`src/rtl/cb_stripe_feeder.sv`:
```
// Code-block buffer and stripe-scan sequencer: stores one raster-order block in four
// row banks, then replays it per bit plane (top plane down to 0) in JPEG2000 stripe order.
module cb_stripe_feeder #(
   parameter int CB_W   = 8,
   parameter int CB_H   = 8,
   parameter int W_COEF = 16,
   parameter int W_BP   = $clog2(W_COEF-1)
) (
   input  logic              clk,
   input  logic              rst,
   input  logic              in_valid,
   output logic              in_ready,
   input  logic [W_COEF-1:0] in_coeff,
   input  logic              out_ready,
   output logic              coef_en,
   output logic [W_COEF-1:0] coeff0,
   output logic [W_COEF-1:0] coeff1,
   output logic [W_COEF-1:0] coeff2,
   output logic [W_COEF-1:0] coeff3,
   output logic [3:0]        row_mask,
   output logic              first_row,
   output logic              first_col,
   output logic              last_col,
   output logic              first_plane,
   output logic [W_BP-1:0]   bit_pos,
   output logic              plane_end,
   output logic              cb_done,
   output logic              cb_empty
);

   localparam int NS    = (CB_H + 3) / 4;
   localparam int DEPTH = NS * CB_W;
   localparam int W_A   = (DEPTH > 1) ? $clog2(DEPTH) : 1;
   localparam int W_R   = $clog2(CB_H + 1);
   localparam int W_C   = $clog2(CB_W);
   localparam int W_S   = (NS > 1) ? $clog2(NS) : 1;
   localparam int W_M   = W_COEF - 1;

   typedef enum logic [1:0] {IDLE, LOAD, SCAN} state_t;

   function automatic logic [W_BP-1:0] f_msb(input logic [W_M-1:0] v);
      f_msb = '0;
      for (int i = 0; i < W_M; i++)
         if (v[i]) f_msb = W_BP'(i);
   endfunction

   state_t r_state;
   state_t w_state_nx;

   logic                     r_in_rdy;
   logic [W_R-1:0]           r_wrow;
   logic [W_C-1:0]           r_wcol;
   logic [W_M-1:0]           r_acc;
   logic [W_BP-1:0]          r_top;
   logic                     r_empty;
   logic                     r_done;
   logic [W_COEF-1:0]        r_mem [4][DEPTH];

   logic [W_S-1:0]           r_rs;
   logic [W_C-1:0]           r_rc;
   logic [W_BP-1:0]          r_rbp;
   logic                     r_rmore;

   logic                     r_vld;
   logic [3:0][W_COEF-1:0]   r_coef;
   logic [3:0]               r_mask;
   logic                     r_frow;
   logic                     r_fcol;
   logic                     r_lcol;
   logic                     r_fplane;
   logic [W_BP-1:0]          r_bp;
   logic                     r_pend;

   logic                     w_in_acc;
   logic                     w_wlast;
   logic [W_M-1:0]           w_acc_nx;
   logic [W_A-1:0]           w_waddr;
   logic [1:0]               w_wbank;
   logic                     w_scan_go;
   logic [W_A-1:0]           w_raddr;
   logic                     w_free;
   logic                     w_issue;
   logic                     w_rlast_col;
   logic                     w_rlast_s;
   logic                     w_xfer_last;
   logic [3:0]               w_row_ok;

   assign w_in_acc    = in_valid & r_in_rdy;
   assign w_wlast     = (r_wrow == W_R'(CB_H - 1)) && (r_wcol == W_C'(CB_W - 1));
   assign w_acc_nx    = ((r_state == IDLE) ? '0 : r_acc) | in_coeff[W_M-1:0];
   assign w_waddr     = W_A'(32'(r_wrow >> 2) * CB_W + 32'(r_wcol));
   assign w_wbank     = 2'(r_wrow);
   assign w_scan_go   = w_in_acc & w_wlast & (w_acc_nx != '0);

   assign w_raddr     = W_A'(32'(r_rs) * CB_W + 32'(r_rc));
   assign w_free      = ~r_vld | out_ready;
   assign w_issue     = (r_state == SCAN) & r_rmore & w_free;
   assign w_rlast_col = (r_rc == W_C'(CB_W - 1));
   assign w_rlast_s   = (r_rs == W_S'(NS - 1));
   assign w_xfer_last = r_vld & out_ready & r_pend & (r_bp == '0);

   always_comb begin
      w_row_ok = '0;
      for (int k = 0; k < 4; k++)
         w_row_ok[k] = (32'(r_rs) * 4 + k) < CB_H;
   end

   always_ff @(posedge clk or posedge rst) begin
      if (rst) r_state <= IDLE;
      else     r_state <= w_state_nx;
   end

   always_comb begin
      w_state_nx = r_state;
      case (r_state)
         IDLE, LOAD: begin
            if (w_in_acc) begin
               if (!w_wlast)              w_state_nx = LOAD;
               else if (w_acc_nx == '0)   w_state_nx = IDLE;
               else                       w_state_nx = SCAN;
            end
         end
         SCAN:    if (w_xfer_last) w_state_nx = IDLE;
         default: w_state_nx = IDLE;
      endcase
   end

   // Load side: raster counters, magnitude OR accumulator, top-plane capture.
   always_ff @(posedge clk or posedge rst) begin
      if (rst) begin
         r_in_rdy <= 1'b0;
         r_wrow   <= '0;
         r_wcol   <= '0;
         r_acc    <= '0;
         r_top    <= '0;
         r_empty  <= 1'b0;
         r_done   <= 1'b0;
      end else begin
         r_in_rdy <= (w_state_nx != SCAN);
         r_empty  <= w_in_acc & w_wlast & (w_acc_nx == '0);
         r_done   <= w_xfer_last;
         if (w_in_acc) begin
            r_acc <= w_acc_nx;
            if (w_wlast) begin
               r_wrow <= '0;
               r_wcol <= '0;
               r_top  <= f_msb(w_acc_nx);
            end else if (r_wcol == W_C'(CB_W - 1)) begin
               r_wcol <= '0;
               r_wrow <= r_wrow + W_R'(1);
            end else begin
               r_wcol <= r_wcol + W_C'(1);
            end
         end
      end
   end

   always_ff @(posedge clk) begin
      if (w_in_acc) r_mem[w_wbank][w_waddr] <= in_coeff;
   end

   // Scan side: the memory read register doubles as the output register, so a
   // read is issued only when that register is empty or its beat is leaving.
   always_ff @(posedge clk or posedge rst) begin
      if (rst) begin
         r_rs     <= '0;
         r_rc     <= '0;
         r_rbp    <= '0;
         r_rmore  <= 1'b0;
         r_vld    <= 1'b0;
         r_coef   <= '0;
         r_mask   <= '0;
         r_frow   <= 1'b0;
         r_fcol   <= 1'b0;
         r_lcol   <= 1'b0;
         r_fplane <= 1'b0;
         r_bp     <= '0;
         r_pend   <= 1'b0;
      end else begin
         if (w_scan_go) begin
            r_rs    <= '0;
            r_rc    <= '0;
            r_rbp   <= f_msb(w_acc_nx);
            r_rmore <= 1'b1;
         end else if (w_issue) begin
            if (w_rlast_col) begin
               r_rc <= '0;
               if (w_rlast_s) begin
                  r_rs <= '0;
                  if (r_rbp == '0) r_rmore <= 1'b0;
                  else             r_rbp   <= r_rbp - W_BP'(1);
               end else begin
                  r_rs <= r_rs + W_S'(1);
               end
            end else begin
               r_rc <= r_rc + W_C'(1);
            end
         end

         if (w_issue) begin
            r_vld <= 1'b1;
            for (int k = 0; k < 4; k++)
               r_coef[k] <= w_row_ok[k] ? r_mem[k][w_raddr] : '0;
            r_mask   <= w_row_ok;
            r_frow   <= (r_rs == '0);
            r_fcol   <= (r_rc == '0);
            r_lcol   <= w_rlast_col;
            r_fplane <= (r_rbp == r_top);
            r_bp     <= r_rbp;
            r_pend   <= w_rlast_s & w_rlast_col;
         end else if (w_free) begin
            r_vld    <= 1'b0;
            r_coef   <= '0;
            r_mask   <= '0;
            r_frow   <= 1'b0;
            r_fcol   <= 1'b0;
            r_lcol   <= 1'b0;
            r_fplane <= 1'b0;
            r_bp     <= '0;
            r_pend   <= 1'b0;
         end
      end
   end

   assign in_ready    = r_in_rdy;
   assign coef_en     = r_vld;
   assign coeff0      = r_coef[0];
   assign coeff1      = r_coef[1];
   assign coeff2      = r_coef[2];
   assign coeff3      = r_coef[3];
   assign row_mask    = r_mask;
   assign first_row   = r_frow;
   assign first_col   = r_fcol;
   assign last_col    = r_lcol;
   assign first_plane = r_fplane;
   assign bit_pos     = r_bp;
   assign plane_end   = r_pend;
   assign cb_done     = r_done;
   assign cb_empty    = r_empty;

endmodule

```
`config.mk`:
```
export PLATFORM = sky130hd
export DESIGN_NAME = cb_stripe_feeder
export DESIGN_NICKNAME = d
export VERILOG_FILES = /design/src/rtl/cb_stripe_feeder.sv
export SDC_FILE = /design/constraint.sdc
export NUM_CORES = 1
export LEC_CHECK = 0
export CORE_AREA = 10 10 293 324
export DETAILED_ROUTE_END_ITERATION = 10
export DIE_AREA = 0 0 303 334
export GPL_ROUTABILITY_DRIVEN = 1
export PLACE_DENSITY = 0.79
export SLEW_MARGIN = 15
export SYNTH_ARGS = -nofsm -noshare
export SYNTH_HDL_FRONTEND = slang
export SYNTH_SLANG_ARGS = --single-unit
```
`constraint.sdc`:
```
create_clock -name clk -period 3.5 [get_ports clk]
set_clock_uncertainty 0.2 [all_clocks]
set_input_delay 0.35 -clock clk [delete_from_list [all_inputs] [get_ports clk]]
set_output_delay 0.35 -clock clk [all_outputs]
set_load 0.005 [all_outputs]
```
==> impl_summary.log <==
[metrics] predominant post-synthesis flop cell: sky130_fd_sc_hd__edfxtp_1
[metrics] unrepaired setup endpoints after global routing: false
[metrics] fraction of layout instances using a drive strength above 1: roughly 28%
[metrics] initial standard-cell utilization of the core: 49.46%
[metrics] grt total ovfl: 0
[metrics] mean area per synthesized cell: between 20 and 25 sq um
[metrics] Max Clk Rate: 343.5 MHz
[metrics] overall via count from detail_route: ~21k
[metrics] first-pass GRT wire length: 154.1 mm
[metrics] required time of the critical path: about 3700 ps
[metrics] average wire per standard cell: 31.26 microns
[metrics] fraction of the mapped netlist area in simple logic gates: 2.113%
[metrics] clock transition at the registers of the reported paths: roughly 70 ps
[metrics] endpoint arrival time on the critical path: 3070 ps
[metrics] cell count of the worst reg-to-reg path: 5
[metrics] largest family of logic cells by synthesized area: multiplexers
[metrics] Worst Hold Path Cells: 1
[metrics] number of distinct library cell variants in the gate-level netlist after synthesis: 51
[metrics] worst min-delay path endpoint: r_mem[3][175]
[metrics] fraction of synthesized cell area taken by the top area cell type: 70.37%
[metrics] Critical Path Fanout Max: 16
[metrics] fraction of the yosys area taken by sequential cells: approximately three quarters
[metrics] number of antenna violations at the first check in global routing: 4
[metrics] residual antenna-violating net count after detailed routing: 0
[metrics] final max-slew violation count: 0
[metrics] largest net degree at the start of global routing: 74
[metrics] number of setup buffers added after CTS: 0
[metrics] leakage component of the power: 16.42 nW
[metrics] number of synthesized register bits: 1,138
[metrics] multiplexer area fraction after synthesis: 16.63%
[metrics] areal power density over the cells: 613.8 nW/um^2
[metrics] clock tree from TritonCTS: built
[metrics] Total Routed Length: about 110 mm
[metrics] fraction of the cycle the final worst path needs: 83.18%
[metrics] area of the die: 101,200 sq um
[metrics] sort of element at the start of the critical path: register
[metrics] CTS buffer count: 98
[metrics] synthesized netlist cell count: 1,913
[metrics] setup slack after layout: 588.5 ps
[metrics] remaining max-slew budget at the tightest pin: 26.92%
[metrics] buffers added on ports: 100
[metrics] number of enable-type register cells in the synthesized netlist: approximately 1.0k
[metrics] RePlAce Congestion: around 0.84
[metrics] Synth Area in Adders: 0.3722%
[metrics] Die H: between 300 and 400 microns
[metrics] Worst Min Path Start: in_coeff[15]
[metrics] diode insertion count for antenna repair: 0
[metrics] transition time at the pin with the least slew margin: 1088 ps
[metrics] share of flip-flops with an asynchronous set or reset: 10.02%
[metrics] FP Rows: 115
[metrics] global routing usage summed across all routing layers: 20.96%
[metrics] Detailed Route Iter0 Violations: 2,928
[metrics] Hold Violations, Final: 0
[metrics] Worst Path Class, Setup: register to register
[metrics] IR Drop Worst-Case VDD: 0.4044 mV
[metrics] run status: complete, no violations
[metrics] total half-perimeter wirelength after legalization and detailed placement: 57.64 mm
[metrics] multi-input combinational cell area: 9453 sq um
[metrics] largest area contributor in the netlist: sky130_fd_sc_hd__edfxtp_1
[metrics] post-synth design cell area: 43,700 sq um
[metrics] pre-CTS WS: 358.6 ps
[metrics] number of max-capacitance violations reported: 0
[metrics] count of nets after finishing: approximately 2.2k
[metrics] number of iterations in the first detailed-routing pass: 6
[metrics] number of nets in the synthesized netlist: about 2k
[metrics] CTS Sinks: 1,138
[metrics] xor/xnor share of the synthesized area: 0.1403%
[metrics] number of filler instances in the final layout: around 6.2k
[metrics] floorplan die width: 303 microns
[metrics] number of top-level design ports: 101
[metrics] clock tree root driver cell: sky130_fd_sc_hd__clkbuf_16
[metrics] maximum number of buffers from clock root to sink: 3
[metrics] compound-gate portion of the synthesized area: 2.339%
[metrics] Clock H-tree levels: 3
[metrics] launch point of the worst reg-to-reg path: in_ready
[metrics] Via-to-Cell Ratio: 6.307
[metrics] Synth Warn #: 0
[metrics] Critical Path Sink Type: register
[metrics] minimum clock period: 2911 ps
[metrics] Worst Hold Class: input port to register
[metrics] number of remaining DRC errors: 0
[metrics] vias in the first global route: 22.23k
[metrics] worst skew pair latency: 680 ps
[metrics] core footprint: a little under 90,000 sq um
[metrics] sequential cell area in the final layout: 33,610 sq um
[metrics] flop2flop setup slack: about 590 ps
[metrics] endpoints failing setup: 0
[metrics] Area Overhead vs Synth: 14.32%
[metrics] final sum of negative setup slack: 0 ps
[metrics] capturing point of the worst reg2reg path: r_mem[1][207]
[metrics] main area contributors after synthesis: sky130_fd_sc_hd__edfxtp_1, sky130_fd_sc_hd__mux4_2, sky130_fd_sc_hd__dfrtp_1
-- routing by layer --
layer / global-route usage [%] / routed length, microns / vias up
met5: 0 / 0 / -
met4: 9.136 / 4421 / 0
met3: 3.587 / 8947 / 258
met2: 35.61 / 54550 / 1273
met1: 26.24 / 37750 / 11320
li1: - / - / 8463
-- worst max path at each step --
stage	to	cells past startpoint	slack [ps]	startpoint
detailed placement	r_mem[2][199]	6	360	in_valid
global placement	r_mem[1][213]	6	400	in_valid
CTS	coeff1[1]	5	600	r_rc[0]
global route	coeff2[12]	5	510	r_rc[0]
finish	r_mem[1][207]	5	590	in_ready
floorplan	coeff0[12]	6	1070	r_rc[1]
-- Yosys cell counts, drive strengths merged, types with 2 or more instances --
library cell,count
nor2,41
a311oi,2
a21oi,9
nor2b,2
or3,2
mux2i,5
edfxtp,1024
a21o,4
buf,53
mux4,320
nand2,35
clkbuf,53
o21ai,24
or2,2
dfrtp,114
and2,65
and3,2
inv,14
ha,13
nand4,5
nor4,2
a211oi,3
nand3,2
o22ai,3
nand3b,2
nand2b,5
xnor2,6
nor3,7
nor3b,2
a22o,78
-- registers in the layout, summed over array words and instances, names as in the netlist --
signal       count
in_ready         1
r_wrow           4
r_state          2
cb_empty         1
coeff2          16
row_mask         1
coeff3          16
first_row        1
r_rs             1
bit_pos          4
first_col        1
r_rc             3
r_top            4
r_wcol           3
last_col         1
coeff0          16
cb_done          1
plane_end        1
r_rbp            4
r_mem         1024
coeff1          16
r_acc           15
r_rmore          1
first_plane      1
-- cells in the final DEF, fill, tap and decap left out, types with 3 or more instances in the layout --
cell type	Yosys	final
sky130_fd_sc_hd__clkinv_2	0	14
sky130_fd_sc_hd__ha_1	13	13
sky130_fd_sc_hd__clkinv_1	0	17
sky130_fd_sc_hd__nand2b_1	5	5
sky130_fd_sc_hd__dfrtp_1	114	111
sky130_fd_sc_hd__clkbuf_1	53	20
sky130_fd_sc_hd__buf_2	10	15
sky130_fd_sc_hd__mux4_2	320	320
sky130_fd_sc_hd__a211oi_1	3	3
sky130_fd_sc_hd__dlygate4sd3_1	0	4
sky130_fd_sc_hd__clkbuf_8	0	8
sky130_fd_sc_hd__xnor2_1	6	6
sky130_fd_sc_hd__nand4_1	5	5
sky130_fd_sc_hd__a22o_1	78	78
sky130_fd_sc_hd__nor2_1	41	40
sky130_fd_sc_hd__clkbuf_16	0	99
sky130_fd_sc_hd__nand2_1	35	35
sky130_fd_sc_hd__buf_4	4	93
sky130_fd_sc_hd__bufinv_16	0	11
sky130_fd_sc_hd__dfrtp_4	0	3
sky130_fd_sc_hd__clkdlybuf4s50_1	0	84
sky130_fd_sc_hd__a21oi_1	8	8
sky130_fd_sc_hd__edfxtp_1	1024	1024
sky130_fd_sc_hd__buf_12	0	22
sky130_fd_sc_hd__inv_6	0	5
sky130_fd_sc_hd__nor3_1	7	7
sky130_fd_sc_hd__and2_1	65	65
sky130_fd_sc_hd__o21ai_0	23	23
sky130_fd_sc_hd__o22ai_1	3	3
sky130_fd_sc_hd__inv_1	14	12
sky130_fd_sc_hd__a21o_1	4	4
sky130_fd_sc_hd__mux2i_1	5	5
sky130_fd_sc_hd__clkinvlp_4	0	8
-- kinds of logic (layout without fill, tap and decap cells) --
family | after synthesis | after routing
xor+xnor | 7 | 7
compound gates | 132 | 132
mux | 326 | 326
fa+ha+maj | 13 | 13
simple gates | 177 | 177
buf+inv | 120 | 417
flops | 1138 | 1138
-- what timing repair did --
| item | in CTS | in global routing |
|---|---|---|
| hold endpoints to repair | 43 | 0 |
| gates resized for setup | 0 | 0 |
| hold buffers | 4 | 0 |
-- cell type report --
type                    instances  area share [%]
flip-flops and latches       1138           67.29
clock buffers                 127           5.330
repair buffers                218           4.193
clock inverters                58           1.222
well taps                    1170           2.930
inverters                      14          0.1177
multi-input cells             655           18.92
-- worst max-delay path, cell delays in order (launching register included) --
cell                      delay (ps)
sky130_fd_sc_hd__dfrtp_1         550
sky130_fd_sc_hd__and2_1          290
sky130_fd_sc_hd__nand2_1         140
sky130_fd_sc_hd__nor3_1          850
sky130_fd_sc_hd__and2_1          260
sky130_fd_sc_hd__buf_4           300
-- power by group --
group / internal, W / switching, W / total [W]
Combinational: 0.00214 / 0.00210 / 0.00424
Sequential: 0.0151 / 0.000302 / 0.0154
Clock: 0.00621 / 0.00482 / 0.0110
-- metrics by stage --
stage | area, sq um | cells | hold WS [ps] | power [W] | util [%]
after floorplan | 43700 | 1913 | 248.9 | 0.01853 | -
after global placement | 46640 | 3191 | 259.9 | 0.01970 | 52.79
after detailed placement | 46640 | 3191 | 274.5 | 0.01986 | 52.79
after CTS | 49950 | 3380 | 56.23 | 0.03078 | 56.54
after global routing | 49960 | 3380 | 81.40 | 0.03152 | 56.55
final | 49960 | 3380 | 46.26 | 0.03066 | 56.55
Power figures use the tool's default switching activity.
